<file path="src/rtl/tmds_pkg.sv">
// Shared TMDS definitions: control tokens, control codes, token match and data decode.
// The encode side imports this same package so the tokens live in one place.
package tmds_pkg;

    // Control tokens, MSB written first; bit 0 is the first bit on the wire.
    localparam logic [9:0] TOKEN_C00 = 10'b1101010100;
    localparam logic [9:0] TOKEN_C01 = 10'b0010101011;
    localparam logic [9:0] TOKEN_C10 = 10'b0101010100;
    localparam logic [9:0] TOKEN_C11 = 10'b1010101011;

    typedef enum logic [1:0] {
        CtrlC00 = 2'b00,
        CtrlC01 = 2'b01,
        CtrlC10 = 2'b10,
        CtrlC11 = 2'b11
    } ctrl_code_e;

    typedef enum logic {
        StSearch = 1'b0,
        StLocked = 1'b1
    } align_state_e;

    function automatic logic is_token(input logic [9:0] w);
        return (w == TOKEN_C00) || (w == TOKEN_C01) || (w == TOKEN_C10) || (w == TOKEN_C11);
    endfunction

    // Only meaningful when is_token(w) is true.
    function automatic ctrl_code_e token_code(input logic [9:0] w);
        ctrl_code_e c;
        case (w)
            TOKEN_C01: c = CtrlC01;
            TOKEN_C10: c = CtrlC10;
            TOKEN_C11: c = CtrlC11;
            default:   c = CtrlC00;
        endcase
        return c;
    endfunction

    // Undo the optional inversion (bit 9), then the XOR/XNOR chain (bit 8 selects XOR).
    function automatic logic [7:0] tmds_decode(input logic [9:0] w);
        logic [7:0] d;
        logic [7:0] q;
        d    = w[9] ? ~w[7:0] : w[7:0];
        q[0] = d[0];
        for (int i = 1; i < 8; i++) begin
            q[i] = w[8] ? (d[i] ^ d[i-1]) : ~(d[i] ^ d[i-1]);
        end
        return q;
    endfunction

endpackage

</file>
<file path="src/rtl/tmds_rx_channel_if.sv">
// Raw-word input and decoded-output bundle of one TMDS receive channel.
interface tmds_rx_channel_if;
    logic [9:0] in_raw;
    logic [7:0] out_data;
    logic       out_de;
    logic [1:0] out_c;
    logic       out_locked;
    logic [3:0] out_offset;

    // master: deserializer side feeding words and consuming the decode.
    modport master (
        output in_raw,
        input  out_data,
        input  out_de,
        input  out_c,
        input  out_locked,
        input  out_offset
    );

    // slave: the receive channel itself.
    modport slave (
        input  in_raw,
        output out_data,
        output out_de,
        output out_c,
        output out_locked,
        output out_offset
    );
endinterface

</file>
<file path="src/rtl/tmds_word_aligner.sv">
// Word aligner: history register, bit-slip window mux and the run/timer lock FSM
// that hunts for the offset at which control tokens repeat.
module tmds_word_aligner
    import tmds_pkg::*;
#(
    parameter int unsigned MIN_RUN = 8,
    parameter int unsigned TIMEOUT = 4096
) (
    input  logic       pclk,
    input  logic       reset,
    input  logic [9:0] raw_i,
    output logic [9:0] aligned_o,
    output logic       locked_o,
    output logic [3:0] offset_o
);

    localparam int unsigned TW = $clog2(TIMEOUT + 1);
    localparam int unsigned RW = $clog2(MIN_RUN + 1);

    logic [9:0]   raw_prev_q, raw_prev_d;
    logic [9:0]   aligned_q, aligned_d;
    logic [RW-1:0] run_q, run_d;
    logic [TW-1:0] timer_q, timer_d;
    logic [3:0]   offset_q, offset_d;
    logic         settle_q, settle_d;
    logic         locked_q, locked_d;
    align_state_e state_q, state_d;

    logic [19:0] cat;
    logic        token_s1;
    logic        run_hit;
    logic        timeout;

    assign cat = {raw_i, raw_prev_q};

    // Next-state: window select, run counting, and lock/offset decisions.
    always_comb begin
        raw_prev_d = raw_i;
        aligned_d  = cat[offset_q +: 10];

        // The word latched across an offset change mixes two offsets; never count it.
        token_s1 = is_token(aligned_q) && !settle_q;
        run_hit  = token_s1 && (run_q == RW'(MIN_RUN - 1));
        timeout  = (timer_q == TW'(TIMEOUT - 1));

        state_d  = state_q;
        offset_d = offset_q;
        settle_d = 1'b0;
        timer_d  = timer_q + 1'b1;

        if (!token_s1) begin
            run_d = '0;
        end else if (run_q != RW'(MIN_RUN)) begin
            run_d = run_q + 1'b1;
        end else begin
            run_d = run_q;
        end

        // Same rules in both states: a run takes or refreshes lock, a timeout drops
        // to search and slips one bit. A run in the timeout cycle wins.
        if (run_hit) begin
            state_d = StLocked;
            timer_d = '0;
        end else if (timeout) begin
            state_d  = StSearch;
            offset_d = (offset_q == 4'd9) ? 4'd0 : offset_q + 4'd1;
            timer_d  = '0;
            run_d    = '0;
            settle_d = 1'b1;
        end

        locked_d = (state_d == StLocked);
    end

    // State registers with synchronous reset.
    always_ff @(posedge pclk) begin
        if (reset) begin
            raw_prev_q <= '0;
            aligned_q  <= '0;
            run_q      <= '0;
            timer_q    <= '0;
            offset_q   <= '0;
            settle_q   <= 1'b0;
            locked_q   <= 1'b0;
            state_q    <= StSearch;
        end else begin
            raw_prev_q <= raw_prev_d;
            aligned_q  <= aligned_d;
            run_q      <= run_d;
            timer_q    <= timer_d;
            offset_q   <= offset_d;
            settle_q   <= settle_d;
            locked_q   <= locked_d;
            state_q    <= state_d;
        end
    end

    assign aligned_o = aligned_q;
    assign locked_o  = locked_q;
    assign offset_o  = offset_q;

endmodule

</file>
<file path="src/rtl/tmds_rx_channel.sv">
// One TMDS receive channel: word alignment followed by a registered decode stage
// producing video data or control codes.
module tmds_rx_channel
    import tmds_pkg::*;
#(
    parameter int unsigned MIN_RUN = 8,
    parameter int unsigned TIMEOUT = 4096
) (
    input  logic              pclk,
    input  logic              reset,
    tmds_rx_channel_if.slave  bus
);

    logic [9:0] aligned;
    logic       locked;
    logic [3:0] offset;

    logic [7:0] data_q, data_d;
    logic       de_q, de_d;
    ctrl_code_e c_q, c_d;

    tmds_word_aligner #(
        .MIN_RUN (MIN_RUN),
        .TIMEOUT (TIMEOUT)
    ) u_aligner (
        .pclk      (pclk),
        .reset     (reset),
        .raw_i     (bus.in_raw),
        .aligned_o (aligned),
        .locked_o  (locked),
        .offset_o  (offset)
    );

    // Decode stage: outputs stay quiet until aligned; control code holds through video.
    always_comb begin
        data_d = '0;
        de_d   = 1'b0;
        c_d    = c_q;
        if (!locked) begin
            c_d = CtrlC00;
        end else if (is_token(aligned)) begin
            c_d = token_code(aligned);
        end else begin
            de_d   = 1'b1;
            data_d = tmds_decode(aligned);
        end
    end

    // Output registers with synchronous reset.
    always_ff @(posedge pclk) begin
        if (reset) begin
            data_q <= '0;
            de_q   <= 1'b0;
            c_q    <= CtrlC00;
        end else begin
            data_q <= data_d;
            de_q   <= de_d;
            c_q    <= c_d;
        end
    end

    assign bus.out_data   = data_q;
    assign bus.out_de     = de_q;
    assign bus.out_c      = c_q;
    assign bus.out_locked = locked;
    assign bus.out_offset = offset;

endmodule

</file>
<file path="src/flat_wrapper.sv">
// flat-port wrapper written by rule: the top's interface ports become plain ports
module tmds_rx_channel_flat import tmds_pkg::*;
#(
    parameter int unsigned MIN_RUN = 8,
    parameter int unsigned TIMEOUT = 4096
)
  (pclk, reset, bus_in_raw, bus_out_data, bus_out_de, bus_out_c, bus_out_locked, bus_out_offset);
  tmds_rx_channel_if bus_i ();
  input  logic pclk;
  input  logic reset;
  input wire logic [$bits(bus_i.in_raw)-1:0] bus_in_raw;
  output wire logic [$bits(bus_i.out_data)-1:0] bus_out_data;
  output wire logic [$bits(bus_i.out_de)-1:0] bus_out_de;
  output wire logic [$bits(bus_i.out_c)-1:0] bus_out_c;
  output wire logic [$bits(bus_i.out_locked)-1:0] bus_out_locked;
  output wire logic [$bits(bus_i.out_offset)-1:0] bus_out_offset;
  assign bus_i.in_raw = bus_in_raw;
  assign bus_out_data = bus_i.out_data;
  assign bus_out_de = bus_i.out_de;
  assign bus_out_c = bus_i.out_c;
  assign bus_out_locked = bus_i.out_locked;
  assign bus_out_offset = bus_i.out_offset;
  tmds_rx_channel #(.MIN_RUN(MIN_RUN), .TIMEOUT(TIMEOUT)) u_core (.pclk(pclk), .reset(reset), .bus(bus_i));
endmodule
</file>
<file path="config.mk">
export PLATFORM = sky130hd
export DESIGN_NAME = tmds_rx_channel_flat
export DESIGN_NICKNAME = d
export VERILOG_FILES = /design/src/rtl/tmds_pkg.sv /design/src/rtl/tmds_rx_channel_if.sv /design/src/rtl/tmds_word_aligner.sv /design/src/rtl/tmds_rx_channel.sv /design/src/flat_wrapper.sv
export SDC_FILE = /design/constraint.sdc
export NUM_CORES = 1
export LEC_CHECK = 0
export ABC_AREA = 1
export BUFFER_PORTS_ARGS = -buffer_cell sky130_fd_sc_hd__buf_2
export CORE_ASPECT_RATIO = 0.5
export CORE_MARGIN = 2
export CORE_UTILIZATION = 53
export DETAILED_ROUTE_END_ITERATION = 8
export PLACE_DENSITY = 0.73
export SETUP_SLACK_MARGIN = 0.4
export SYNTH_ARGS = -nofsm -noshare
export SYNTH_HDL_FRONTEND = slang
export SYNTH_SLANG_ARGS = --single-unit
</file>
<file path="constraint.sdc">
create_clock -name pclk -period 1.6 [get_ports pclk]
set_clock_uncertainty 0.05 [all_clocks]
set_input_delay 0.08 -clock pclk [delete_from_list [all_inputs] [get_ports pclk]]
set_output_delay 0.08 -clock pclk [all_outputs]
set_load 0.005 [all_outputs]
</file>
==> results.ini <==
[outcome]
status = finished, violations left
failed_checks = setup timing

[detailed_routing]
wirelength_um = 10500
dr_vias = 3324
drc_errors = 0
detail-route-antenna-nets = 0
wl_per_cell_um = 18.9
drt_iter0_drc = 363
avgViaCountPerCell = 5.96
firstDrtPassIters = 5

[synthesis]
post_synth.cell_area_avg_um2 = 7.05
synthXorXnorAreaFrac_pct = 6.30
synthesis.nets = 437
compound_gate_portion_of_the_synthesized_area_pct = 4.97
ys_seq_elements = 54
synth-seq-area-share_pct = 37.0
fraction_of_the_mapped_netlist_area_in_simple_logic_gates_pct = 37.9
synth.cell_area_um2 = 2920
post_synth_num_cell_types = 26
synth_top_family_by_area = simple AND/OR/NAND/NOR gates
synth_cells = 414
synth-warning-count = 0
adder_cell_area_share_of_the_yosys_netlist_pct = 4.72
post_synth_mux_area_share_pct = 0

[critical_path]
timing.critical_path.from_type = flip-flop
kind_of_critical_path = reg -> reg
crit_path_cell_trace = inv_2 > ha_4 > nand2_4 > nor2_4 > nand2_4 > nand2_4 > nand3_4 > buf_4 > nand3b_4 > nor2_1
max_stage_delay_ps = 370
path_delay_family = simple AND/OR/NAND/NOR gates
most_frequent_cell_on_the_critical_path = sky130_fd_sc_hd__nand2_4
cp.buffers_inverters = 2
timing.critical_path.fanout_max = 6
critPathSlowestCell = sky130_fd_sc_hd__dfxtp_4
endpoint_required_time_on_the_critical_path_ps = 1770
worst_ep_arrival_time_ps = 1780
end_kind = flip-flop

[timing]
worst_margin_pin_slew_ps = 485
setup_repair_after_global_routing_missed_its_margin = true
final_period_util_pct = 101
final_max_slew_viol_count = 0
hold_viol = 0
setup_total_negative_slack_ps = -18.7
finalWorstPathRequiredPeriod_ps = 1610
worst_slew_margin_rel_pct = 67.3
post-route-worst-setup-slack_ps = -11.5
worst_slack_on_hold_paths_ps = 133
report.final.setup_viol = 3
maxClockFrequency_ghz = 0.621

[final_layout]
end_of_flow_core_utilization_pct = 83.6
fillerInstances = 267
most-common-layout-cells = 53 x sky130_fd_sc_hd__nand2_1, 41 x sky130_fd_sc_hd__dfxtp_1, 36 x sky130_fd_sc_hd__nand3_2
syn_to_final_growth_pct = 54.6
nNetsFinal = 508
number_of_diodes_added_for_antenna_fixing = 0
final_common_cell = sky130_fd_sc_hd__nand2_1
post_route_cells_drive_above_1_share_pct = 50.9

[placed_design]
dp_worst_setup_slack_ps = 35.7
gp_congestion = 0.877
half_perimeter_wire_length_after_placement_um = 4950
port_buffer_cells = 27

[floorplan]
die-height_um = 56.5
std_cell_rows = 19
design.core.area_um2 = 5400
floorplan.initialDensity_pct = 54.1
chipWidth_um = 109
die_area_um2 = 6150
boundaryPins = 28

[clocking]
clock_tree.buffer_depth = 2
clock_sink_count = 54
worst_setup_hold_path_clk_slew_ps = 100
total_cts_buffers = 5
clk_latency_ps = 310
clk_root_buffer_cell = sky130_fd_sc_hd__clkbuf_8
ctsHtreeMaxLevel = 2
cts_tree = yes

[grt]
grt_pass1_vias = 2703
wire_length_of_the_first_global_routing_pass_um = 12500
number_of_antenna_violations_at_the_first_check_in_global_routing = 0
globalRouteOverflowTotal = 0
gr-usage-all-layers_pct = 26.0
maximum_number_of_pins_on_one_net_before_global_route_repair = 30

[job]
cap_violations = 0

[power]
power-per-cell-area_nw_per_um2 = 557
peakVddDrop_uv = 391
power_leakage_nw = 1.89
fin_total_pwr_mw = 2.51

[hold_path]
worst_hold_path_type = in -> reg

==> cell type report <==
type / count / area [µm²] / area share (%)
multi-input cells: 304 / 2350 / 52.0
flip-flops and latches: 54 / 1110 / 24.7
repair buffers: 79 / 708 / 15.7
inverters: 41 / 170 / 3.77
well taps: 73 / 91.3 / 2.02
clock buffers: 5 / 68.8 / 1.53
clock inverters: 2 / 15.0 / 0.333
==> synthesized netlist by cell type, drive strengths merged <==
| master | instances | area (µm²) |
|---|---|---|
| o21ai | 3 | 15.0 |
| o211ai | 4 | 30.0 |
| inv | 41 | 154 |
| xnor2 | 10 | 87.6 |
| xor2 | 11 | 96.3 |
| nor2 | 54 | 235 |
| nand2 | 101 | 387 |
| buf | 13 | 95.1 |
| a31oi | 1 | 6.26 |
| or2 | 5 | 31.3 |
| nor3 | 1 | 5.00 |
| dfxtp | 54 | 1080 |
| nand3 | 80 | 413 |
| o31ai | 1 | 7.51 |
| clkbuf | 4 | 15.0 |
| a21oi | 16 | 80.1 |
| nand3b | 3 | 35.0 |
| o22ai | 1 | 6.26 |
| ha | 11 | 138 |
==> state kept, by name (all words and copies together) (netlist names) <==
signal / count
u_core.u_aligner.settle_q: 1
u_core.bus.out_c: 2
u_core.bus.out_data: 8
u_core.bus.out_de: 1
u_core.u_aligner.offset_o: 4
u_core.u_aligner.run_q: 4
u_core.u_aligner.aligned_o: 10
u_core.u_aligner.raw_prev_q: 10
u_core.u_aligner.timer_q: 13
u_core.u_aligner.state_q: 1
==> routing by layer <==
metal | vias to the layer above | part of all wire, % | global-route usage, %
met1 | 1552 | 38 | 35.0
met4 | 0 | 6.1 | 4.58
met2 | 224 | 47 | 42.9
li1 | 1467 | - | -
met5 | - | 0 | 0
met3 | 81 | 8.6 | 6.27
==> final timing paths <==
check | from | endpoint | slack (ps) | cells past startpoint
max | u_core.u_aligner.aligned_o[2] | u_core.u_aligner.timer_q[2] | -10 | 10
min | reset | u_core.u_aligner.timer_q[12] | 130 | 4
max reg2reg | u_core.u_aligner.aligned_o[2] | u_core.u_aligner.timer_q[2] | -10 | 10
min reg2reg | u_core.u_aligner.timer_q[11] | u_core.u_aligner.timer_q[11] | 440 | 2
==> report_power, final <==
| group | internal [mW] | switching (mW) | total (mW) | leakage, nW |
|---|---|---|---|---|
| clock | 0.301 | 0.477 | 0.777 | 0.0362 |
| sequential | 1.37 | 0.0395 | 1.41 | 0.447 |
| combinational | 0.142 | 0.183 | 0.325 | 1.40 |
| total | 1.81 | 0.699 | 2.51 | 1.89 |
==> repair_timing <==
action,in CTS,in global routing
endpoints found under the hold margin,10,0
gates cloned,3,5
endpoints found under the setup margin,43,44
resized for setup,52,147
setup buffers,16,10
pin swaps,21,46
hold buffers,10,0
==> tightest hold or removal path, cell delays in order <==
cell and delay [ps]:
sky130_fd_sc_hd__buf_2 90, sky130_fd_sc_hd__inv_1 150, sky130_fd_sc_hd__nand2_1 100, sky130_fd_sc_hd__nor2_1 40
==> logic make-up (layout without fill, tap and decap cells) <==
group                      Yosys count  after routing
buffers and inverters               58            127
adders and majority gates           11             11
AOI/OAI and AO/OA                   26             26
xor gates and xnor gates            21             21
DFF                                 54             54
and+or+nand+nor                    244            246
==> stage by stage <==
stage | area [µm²] | std cells
final | 4510 | 558
after global routing | 4510 | 558
after CTS | 3710 | 543
after detailed placement | 3180 | 507
after global placement | 3180 | 507
after floorplan | 2980 | 414
Note: power is estimated with default switching activity, not from simulation.
